<file path="src/rtl/uart_rx.sv">
// uart_rx: oversampled UART receiver with one-entry holding register and error flags
module uart_rx #(
  parameter int DBIT    = 8,
  parameter int SB_TICK = 16,
  parameter int OVS     = 16
) (
  input  logic       clk,
  input  logic       reset,
  input  logic       s_tick,
  input  logic       rx,
  input  logic       snum,
  input  logic       rd_en,
  output logic [7:0] d_rx,
  output logic       rx_valid,
  output logic       rx_done,
  output logic       frame_err,
  output logic       overrun
);
  localparam int TW = $clog2((2 * SB_TICK > OVS) ? 2 * SB_TICK : OVS);
  localparam logic [TW-1:0] HALF_M1 = TW'(OVS / 2 - 1);
  localparam logic [TW-1:0] OVS_M1  = TW'(OVS - 1);
  localparam logic [TW-1:0] SB_M1   = TW'(SB_TICK - 1);
  localparam logic [TW-1:0] SB2_M1  = TW'(2 * SB_TICK - 1);
  localparam logic [2:0]    BIT_M1  = 3'(DBIT - 1);
  typedef enum logic [2:0] {IDLE, START, DATA, STOP, WAIT_HI} state_t;
  state_t          state_q, state_n;
  logic [TW-1:0]   tick_q, tick_n;
  logic [2:0]      bit_q, bit_n;
  logic [DBIT-1:0] shift_q, shift_n;
  logic            snum_q, snum_n, err_q, err_n, ferr_q, ferr_n, fin_n;
  logic            rx_m, rx_s, stop_smp, stop_end, bad;
  // two-flop synchroniser, FSM state and frame-completion strobe
  always_ff @(posedge clk) begin
    if (reset) begin
      rx_m    <= 1'b1;
      rx_s    <= 1'b1;
      state_q <= IDLE;
      tick_q  <= '0;
      bit_q   <= '0;
      shift_q <= '0;
      snum_q  <= 1'b0;
      err_q   <= 1'b0;
      ferr_q  <= 1'b0;
      rx_done <= 1'b0;
    end else begin
      rx_m    <= rx;
      rx_s    <= rx_m;
      state_q <= state_n;
      tick_q  <= tick_n;
      bit_q   <= bit_n;
      shift_q <= shift_n;
      snum_q  <= snum_n;
      err_q   <= err_n;
      ferr_q  <= ferr_n;
      rx_done <= fin_n;
    end
  end
  assign stop_smp = (tick_q == SB_M1) || (tick_q == SB2_M1);
  assign stop_end = tick_q == (snum_q ? SB2_M1 : SB_M1);
  assign bad      = err_q | (stop_smp & ~rx_s);
  // next-state logic: start validation, mid-bit data sampling, stop-bit checking
  always_comb begin
    state_n = state_q;
    tick_n  = tick_q;
    bit_n   = bit_q;
    shift_n = shift_q;
    snum_n  = snum_q;
    err_n   = err_q;
    ferr_n  = ferr_q;
    fin_n   = 1'b0;
    case (state_q)
      IDLE: if (!rx_s) begin
        state_n = START;
        tick_n  = '0;
        snum_n  = snum;
      end
      START: if (s_tick) begin
        if (tick_q == HALF_M1) begin
          state_n = rx_s ? IDLE : DATA;
          tick_n  = '0;
          bit_n   = '0;
        end else tick_n = tick_q + TW'(1);
      end
      DATA: if (s_tick) begin
        if (tick_q == OVS_M1) begin
          shift_n = (shift_q >> 1) | (DBIT'(rx_s) << (DBIT - 1));
          tick_n  = '0;
          state_n = (bit_q == BIT_M1) ? STOP : DATA;
          err_n   = (bit_q == BIT_M1) ? 1'b0 : err_q;
          bit_n   = bit_q + 3'd1;
        end else tick_n = tick_q + TW'(1);
      end
      STOP: if (s_tick) begin
        err_n = bad;
        if (stop_end) begin
          fin_n   = 1'b1;
          ferr_n  = bad;
          tick_n  = '0;
          state_n = bad ? WAIT_HI : IDLE;
        end else tick_n = tick_q + TW'(1);
      end
      WAIT_HI: state_n = rx_s ? IDLE : WAIT_HI;
      default: state_n = IDLE;
    endcase
  end
  // holding register: load on completion when empty or being popped, else flag overrun
  always_ff @(posedge clk) begin
    if (reset) begin
      d_rx      <= '0;
      rx_valid  <= 1'b0;
      frame_err <= 1'b0;
      overrun   <= 1'b0;
    end else if (rx_done) begin
      if (!rx_valid || rd_en) begin
        d_rx      <= 8'(shift_q);
        frame_err <= ferr_q;
        rx_valid  <= 1'b1;
      end else overrun <= 1'b1;
    end else if (rd_en && rx_valid) begin
      rx_valid <= 1'b0;
      overrun  <= 1'b0;
    end
  end
endmodule

</file>
<file path="config.mk">
export PLATFORM = sky130hd
export DESIGN_NAME = uart_rx
export DESIGN_NICKNAME = d
export VERILOG_FILES = /design/src/rtl/uart_rx.sv
export SDC_FILE = /design/constraint.sdc
export NUM_CORES = 1
export LEC_CHECK = 0
export ABC_AREA = 1
export CAP_MARGIN = 20
export CORE_ASPECT_RATIO = 1.25
export CORE_UTILIZATION = 50
export DETAILED_ROUTE_END_ITERATION = 7
export GPL_TIMING_DRIVEN = 0
export PLACE_DENSITY_LB_ADDON = 0.3
export REMOVE_ABC_BUFFERS = 1
export SETUP_SLACK_MARGIN = 0.15
export SKIP_LAST_GASP = 1
export SYNTH_ARGS = -nofsm -noshare
export SYNTH_HDL_FRONTEND = slang
export SYNTH_SLANG_ARGS = --single-unit
</file>
<file path="constraint.sdc">
create_clock -name clk -period 1.8 [get_ports clk]
set_clock_uncertainty 0.05 [all_clocks]
set_input_delay 0.36 -clock clk [delete_from_list [all_inputs] [get_ports clk]]
set_output_delay 0.36 -clock clk [all_outputs]
set_load 0.02 [all_outputs]
</file>
# After elaboration in Yosys (flattened, before gate mapping)

Cells that the tools add are included.

Reduce and logical (&&, ||, !) cells: 20
Bitwise logic cells: 6
Eq/ne operators: 19
$add $sub $neg: 2
Muxes and demuxes: 37

Operators with widths:

| kind                                          | number |
|---|---|
| two-way mux 5 bit                             | 8 |
| two-way mux 3 bit                             | 13 |
| case mux 5 bit (4 select lines)               | 1 |
| != test 2 bit, second input constant          | 9 |
| case mux 3 bit (5 select lines)               | 1 |
| AND reduction 5 bit                           | 3 |
| two-way mux 1 bit                             | 11 |
| bitwise OR 7 x 8 -> 8 bit                     | 1 |
| AND reduction 2 bit                           | 4 |
| AND reduction 7 bit                           | 1 |
| == test 3 x 2 -> 1 bit, second input constant | 2 |
| == test 3 bit, second input constant          | 2 |
| case mux 3 bit (2 select lines)               | 1 |
| AND reduction 3 bit                           | 2 |
| nonzero test 2 bit                            | 3 |
| adder 5 x 1 -> 5 bit, second input constant   | 1 |
| == test 5 x 3 -> 1 bit, second input constant | 1 |
| == test 5 x 4 -> 1 bit, second input constant | 1 |
| == test 5 bit                                 | 1 |
| == test 5 bit, second input constant          | 1 |
| nonzero test 4 bit                            | 1 |
| adder 3 x 1 -> 3 bit, second input constant   | 1 |
| == test 3 x 1 -> 1 bit, second input constant | 1 |
| zero test 3 bit                               | 1 |
| other kinds (10)                              | 13 |

Input port bits: 6
Flip-flop bits (word level): 36
Output and inout bits: 12
Word-level logic and storage cells: 98

# Depth between registers and ports, before layout

Gate-level depths: netlist of run 1.

Depth after elaboration: 8
Mapped depth: 10
Depth with buffers taken out: 10

# Worst setup path after synthesis of run 1

No wires, ideal clock.

Kind: flip-flop to flip-flop
Start point: reg tick_q[0]
End point: reg bit_q[2]
Slack: 64 ps
Cell stages (with the launch flop): 11
Library setup time: 132 ps
Path buffers: 0
Arrival time: 1,553 ps
Path through: dfxtp_1 > ha_1 > nand2_1 > nor2_4 > ha_1 > nand3b_2 > nand2_1 > nor2_4 > nand2_1 > o21ai_1 > nor2_1

Cells in the longest elaborated chain, start to end: 3
Elaborated cells between the ends (all ways): 5

RTL lines:

| item                                                             | RTL line | RTL |
|---|---|---|
| start, declared                                                  | 27       | `logic [TW-1:0] tick_q, tick_n;` |
| start signal, assigned                                           | 49       | `tick_q <= tick_n;` |
| == test 5 x 3 -> 1 bit or == test 5 x 4 -> 1 bit (tied branches) | 78, 85   |  |
| != test 2 bit (no source line)                                   | --       |  |
| AND reduction 5 bit (no source line) *                           | --       |  |
| end signal, assigned                                             | 50       | `bit_q <= bit_n;` |
| end, declared                                                    | 28       | `logic [2:0] bit_q, bit_n;` |

Every way passes the cells marked *; elsewhere a longest branch is shown, timed or not.
A chain may end at the register's enable or synchronous reset.

# Final worst setup path of run 1

Start point: reg tick_q[0]
End point: reg tick_q[2]

Cells in the longest elaborated chain, start to end: 4
Elaborated cells between the ends (all ways): 11

RTL lines:

| item                                               | RTL line    | RTL |
|---|---|---|
| adder 5 x 1 -> 5 bit, or another cell as far along | 82, 91, 100 |  |
| two-way mux 5 bit (on tied branches)               | 95, 78, 85  |  |
| two-way mux 5 bit (on tied branches)               | 93, 77, 84  |  |
| case mux 5 bit (4 select lines) *                  | 71          | `case (state_q)` |

Every way passes the cells marked *; elsewhere a longest branch is shown, timed or not. The select of a mux whose other input is x is not followed.

==> summary.txt, run 1 <==
Hold path
  – Hold depth: 1
  – Min-delay worst type: reg -> reg

Pwr
  – Gate power share: 0.375
  – Switching Fraction: 0.386
  – Internal: 0.00148 W
  – Part of the power in registers: 0.382
  – Clock power frac: 0.243
  – NetSw: 0.000927 W
  – Leakage: 1.04 nW
  – Pwr per Cell Area: 1100 mW/mm²
  – Peak supply drop: 738 µV

Global routing
  – Largest net degree at the start of global routing: 18
  – Vias in the first global route: 1290
  – First-pass GRT wire length: 5650 µm
  – Total global routing track utilization: 0.214
  – Initial antenna violation count: 0
  – Grt total ovfl: 0

Critical path
  – CP Capture Type: register
  – Critical path class: reg -> reg
  – Largest fanout on the critical path: 4
  – Worst Path Required: 1.92 ns
  – CP arrival: 1.76 ns
  – Worst setup SP type: register
  – R2r setup slk: 0.16 ns
  – R2R cell count: 9

Synth
  – Xor/xnor share of the synthesized area: 0.00501
  – Mux cell area share after synthesis: 0
  – Main combinational cell family by area after synthesis: simple AND/OR/NAND/NOR gates
  – Synthesized cell area: 0.00175 mm²
  – Top cell type's share of synthesized area: 0.412
  – Synth top cells by count: dfxtp_1, inv_1, nand2_1, nor2_1, a21oi_1
  – Simple-gate share of the synthesized area: 0.276
  – Top_reg_cell synth: dfxtp_1
  – Synth Instances: 219
  – Post-synthesis adder-cell area fraction: 0.0429
  – Synth warn: 0
  – Yosys top cell by area: dfxtp_1
  – Flops & latches, synth: 36
  – Unique masters post-synth: 33
  – Post-synth EDFFs: 0
  – Syn_area_per_cell: 7.98 µm²
  – Most common cell in the netlist: dfxtp_1
  – Synth Area in Compound Gates: 0.176
  – Asr flop ratio synth: 0
  – Largest cells by area after synthesis: dfxtp_1, a21oi_1, inv_1
  – Seq/Total Area, Yosys: 0.412

STA
  – Max Slew Vio Count: 0
  – Rel. slew slack: 0.729
  – Final Worst Setup Slack: 0.160 ns
  – Sum Neg Setup Slack: 0 ns
  – Count of final setup violators: 0
  – RSZ-0062 raised after global routing: yes
  – Min Hold Slack: 0.397 ns
  – Hold Fails Final Rpt: 0
  – Final Cycle Share: 0.911
  – Achievable Freq: 0.610 GHz
  – Final min period: 1.64 ns
  – Slew @ Worst Pin: 0.407 ns

Floorplanning
  – Placeable Area: 0.00328 mm²
  – Initial Utilization: 0.533
  – Die height: 68.1 µm
  – I/O pins: 18
  – Die area: 0.00374 mm²
  – FP Rows: 23
  – Die Wd: 54.9 µm

Drt
  – Antenna-violating nets left: 0
  – Wire per inst: 12.7 µm
  – # DRC: 0
  – DRT iter0 DRCs: 31
  – Final WL: 3620 µm
  – Routed vias: 1499
  – Pre-antenna DRT Iters: 4
  – Vias per std cell: 5.24

Clock tree
  – CTS hold repair buffers: 0
  – CTS Root Buffer Type: clkbuf_8
  – CTS Buf Count: 5
  – Total number of H-tree levels: 2
  – Clock slew at reported path FFs: 0.07 ns
  – # clock sinks: 36
  – Max clock buf depth: 2
  – Clk_lat worst skew: 0.28 ns
  – TritonCTS clock tree: done

Placement
  – GP Congestion: 0.882
  – Cell Area, Placed: 0.00194 mm²
  – Dpl hpwl: 2380 µm
  – Dpl ws: -0.479 ns
  – IO Port Bufs: 17

Final layout
  – Share of cells above drive strength 1: 0.265
  – Post-Layout Inst Area: 0.00219 mm²
  – Area growth, synth to finish: 25.3%
  – Final net count: 260
  – Diodes inserted: 0
  – Filler Cell Count: 269
  – Util after Layout: 0.667

Job
  – Maxcap violations: 0

Status
  – Status: complete, no violations
state kept, by name, indices dropped and copies added, names as in the netlist:
signal     count
rx_valid       1
rx_m           1
rx_done        1
tick_q         5
state_q        3
err_q          1
rx_s           1
d_rx           8
frame_err      1
bit_q          3
shift_q        8
overrun        1
ferr_q         1
snum_q         1
worst max-delay path: stages (launching register included):
cell      delay [ns]
dfxtp_2         0.36
ha_4            0.15
nand2_4         0.05
nor2_4          0.12
ha_4            0.17
nand3b_4        0.15
buf_4           0.13
a21oi_1         0.06
o21ai_1         0.23
nor2_1          0.07
metal layers:
metal	vias up	wire, µm	global-route usage	part of all wire
li1	776	-	-	-
met2	27	1780	0.339	0.49
met1	684	1620	0.263	0.45
met3	12	95	0.0444	0.026
met4	0	119	0.122	0.033
met5	-	0	0	0
layout by cell type (no fill, tap or decap), drive strengths merged, types with 6 or more instances in the layout:
| cell | instances |
|---|---|
| a21oi | 28 |
| ha | 6 |
| clkbuf | 7 |
| nand3 | 12 |
| buf | 9 |
| inv | 30 |
| o21ai | 25 |
| nor2 | 31 |
| dlymetal6s2s | 10 |
| nand2 | 33 |
| dfxtp | 36 |
repair_timing:
| item | CTS | global route |
|---|---|---|
| cloned | 1 | 0 |
| hold endpoints to repair | 0 | 0 |
| setup endpoints to repair | 33 | 37 |
| pin swaps | 10 | 6 |
| buffers inserted | 5 | 4 |
| resized for setup | 20 | 17 |
power by group through the flow:
stage,Sequential (W),Combinational [W],Clock (W)
2_1_floorplan,0.000915,0.000675,0
3_3_place_gp,0.000925,0.000795,0
3_5_place_dp,0.000928,0.000805,0
4_1_cts,0.000914,0.000834,0.000596
5_1_grt,0.000924,0.000992,0.000631
6_report,0.000918,0.000902,0.000584
worst paths after layout:
kind                                start         to
worst max-delay path            tick_q[0]  tick_q[2]
worst min-delay path                 rx_m       rx_s
worst max register to register  tick_q[0]  tick_q[2]
worst min register to register       rx_m       rx_s
stage by stage:
stage | std cells | power, W
after floorplan | 214 | 0.00159
after global placement | 268 | 0.00172
after detailed placement | 268 | 0.00173
after CTS | 282 | 0.00234
after global routing | 286 | 0.00255
final | 286 | 0.00240
cells by family (layout without fill, tap and decap cells):
kind of cell               after synthesis  in the layout
and+or+nand+nor                         86             86
AOI/OAI and AO/OA                       54             54
DFF                                     36             36
buffers and inverters                   36             66
adders and majority gates                6              6
xor gates and xnor gates                 1              1
layout make-up:
type	count	area, µm²	area share
multi-input cells	147	931	0.425
flip-flops and latches	36	723	0.330
repair buffers	26	262	0.119
inverters	31	128	0.0583
clock buffers	6	82.6	0.0377
well taps	37	46.3	0.0211
clock inverters	2	10.0	0.00457
repair inverters	1	7.51	0.00343
Note: power is estimated with default switching activity, not from simulation.
==> inputs of run 2 (changes only) <==
- GPL_ROUTABILITY_DRIVEN: unset -> 0
- REMOVE_ABC_BUFFERS: 1 -> unset
==> run 2 against run 1 <==
- global-route usage up 1.7 points
- via count up 0.20%
- non-clock buffer count up 5
- sequential share of layout area down 0.72 points
- die area unchanged
- routed wire length up 0.72%
- final cell count up 1.4%
- fmax down 1.4%
- worst setup slack worse by 0.023 ns
- utilization up 1.5 points
- flip-flop and latch count unchanged
- first-iteration DRC count down 35%
==> summary.txt, run 2 (same netlist as run 1, synthesis figures left out) <==
Status
  – Status: complete, no violations

Job
  – Maxcap violations: 0

Clock tree
  – TritonCTS clock tree: done
  – CTS hold repair buffers: 0
  – CTS Buf Count: 5
  – Clk_lat worst skew: 0.29 ns
  – Max clock buf depth: 2
  – CTS Root Buffer Type: clkbuf_8
  – # clock sinks: 36
  – Total number of H-tree levels: 2
  – Clock slew at reported path FFs: 0.08 ns

Synth
  – Syn Nets: 231

Global routing
  – First-pass GRT wire length: 6150 µm
  – Largest net degree at the start of global routing: 12
  – Vias in the first global route: 1403
  – Initial antenna violation count: 0
  – Total global routing track utilization: 0.231
  – Grt total ovfl: 0

Critical path
  – CP arrival: 1.80 ns
  – CP bufs+invs: 1
  – Largest fanout on the critical path: 5
  – CP Capture Type: register
  – Critical path class: reg -> reg
  – Max incr delay on CP: 0.36 ns
  – Worst setup SP type: register
  – Crit-path cells: ha_4 -> nand2_4 -> nor2_4 -> ha_4 -> nand3b_4 -> nand2_4 -> nor2_4 -> buf_6 -> o21ai_2 -> nand2_1 -> nor2_1
  – CP top delay family: simple AND/OR/NAND/NOR gates
  – Worst Path Required: 1.94 ns
  – Crit path max-delay cell type: dfxtp_2

Final layout
  – Area growth, synth to finish: 28.1%
  – Share of cells above drive strength 1: 0.261
  – Diodes inserted: 0
  – Util after Layout: 0.682
  – Most frequent cells in the layout: dfxtp_1, inv_1, nor2_1, nand2_1, a21oi_1
  – Final cell count without fillers: 290
  – Commonest non-fill, non-tap cell in the layout: dfxtp_1
  – Filler Cell Count: 279
  – Final net count: 264
  – Biggest regs: d_rx: 8 flops, shift_q: 8 flops, tick_q: 5 flops

STA
  – RSZ-0062 raised after global routing: yes
  – Final Cycle Share: 0.924
  – Count of final setup violators: 0
  – Slew @ Worst Pin: 0.576 ns
  – Sum Neg Setup Slack: 0 ns
  – Rel. slew slack: 0.616
  – Final min period: 1.66 ns
  – Max Slew Vio Count: 0
  – Achievable Freq: 0.602 GHz
  – Min Hold Slack: 0.360 ns
  – Hold Fails Final Rpt: 0

Drt
  – Final WL: 3650 µm
  – DRT iter0 DRCs: 20
  – Vias per std cell: 5.18
  – Antenna-violating nets left: 0
  – # DRC: 0
  – Routed vias: 1502
  – Pre-antenna DRT Iters: 4
  – Wire per inst: 12.6 µm

Pwr
  – Peak supply drop: 848 µV
  – Pwr per Cell Area: 1150 mW/mm²
  – Leakage: 1.06 nW

Floorplanning
  – I/O pins: 18
  – Die Wd: 54.9 µm
  – Die height: 68.1 µm
  – FP Rows: 23
  – Die area: 0.00374 mm²
  – Placeable Area: 0.00328 mm²
  – Initial Utilization: 0.533

Hold path
  – Min-delay worst type: reg -> reg

Placement
  – IO Port Bufs: 17
  – Dpl hpwl: 2480 µm
  – Placed cell count: 273
## run 2: changes by cell type in the layout (fill, tap and decap cells not counted), sizes merged
cell	change
dlymetal6s2s	-1
clkinv	-1
bufinv	+1
clkdlybuf4s50	+2
inv	+1
buf	+4
clkinvlp	-2
## run 2: final timing paths
path | from | to | slack [ns] | cells after the start
max | tick_q[1] | bit_q[0] | 0.14 | 11
min | rx_m | rx_s | 0.36 | 1
max reg2reg | tick_q[1] | bit_q[0] | 0.14 | 11
min reg2reg | rx_m | rx_s | 0.36 | 1
## run 2: per-layer routing
metal	up-vias	track usage	wire [µm]
met5	-	0	0
met4	0	0.128	99
met3	8	0.0467	91
met2	21	0.386	1830
met1	689	0.268	1620
li1	784	-	-
## run 2: metrics by stage
stage | area [µm²] | power [W] | setup slack (ns)
after floorplan | 1770 | 0.00161 | 0.161
after global routing | 2240 | 0.00273 | 0.0634
final | 2240 | 0.00258 | 0.138
after detailed placement | 1990 | 0.00175 | -0.0849
after global placement | 1990 | 0.00174 | -0.132
after CTS | 2170 | 0.00255 | 0.140
## run 2: cell type report
| cell class | count | area [µm²] | share of cell area |
|---|---|---|---|
| plain buffers | 5 | 28.8 | 0.0129 |
| clock buffers | 6 | 72.6 | 0.0324 |
| clock inverters | 2 | 35.0 | 0.0157 |
| inverters | 31 | 124 | 0.0553 |
| multi-input cells | 147 | 936 | 0.418 |
| flip-flops and latches | 36 | 723 | 0.323 |
| well taps | 37 | 46.3 | 0.0207 |
| repair buffers | 26 | 273 | 0.122 |
## run 2: where the power goes
group	total [W]	internal [W]	switching, W
Sequential	0.000916	0.000849	0.0000667
Clock	0.000703	0.000411	0.000292
Combinational	0.000961	0.000373	0.000588
Total	0.00258	0.00163	0.000946
## run 2: repair_timing
item	in CTS	in global routing
setup buffers	6	3
endpoints found under the setup margin	9	25
pin swaps	3	4
gates cloned	0	0
gates resized for setup	9	17
==> inputs of run 3 (changes only) <==
- SLEW_MARGIN: unset -> 20
==> results of run 3 <==
Same layout as run 2: the final DEF is identical, and so are final timing and power.
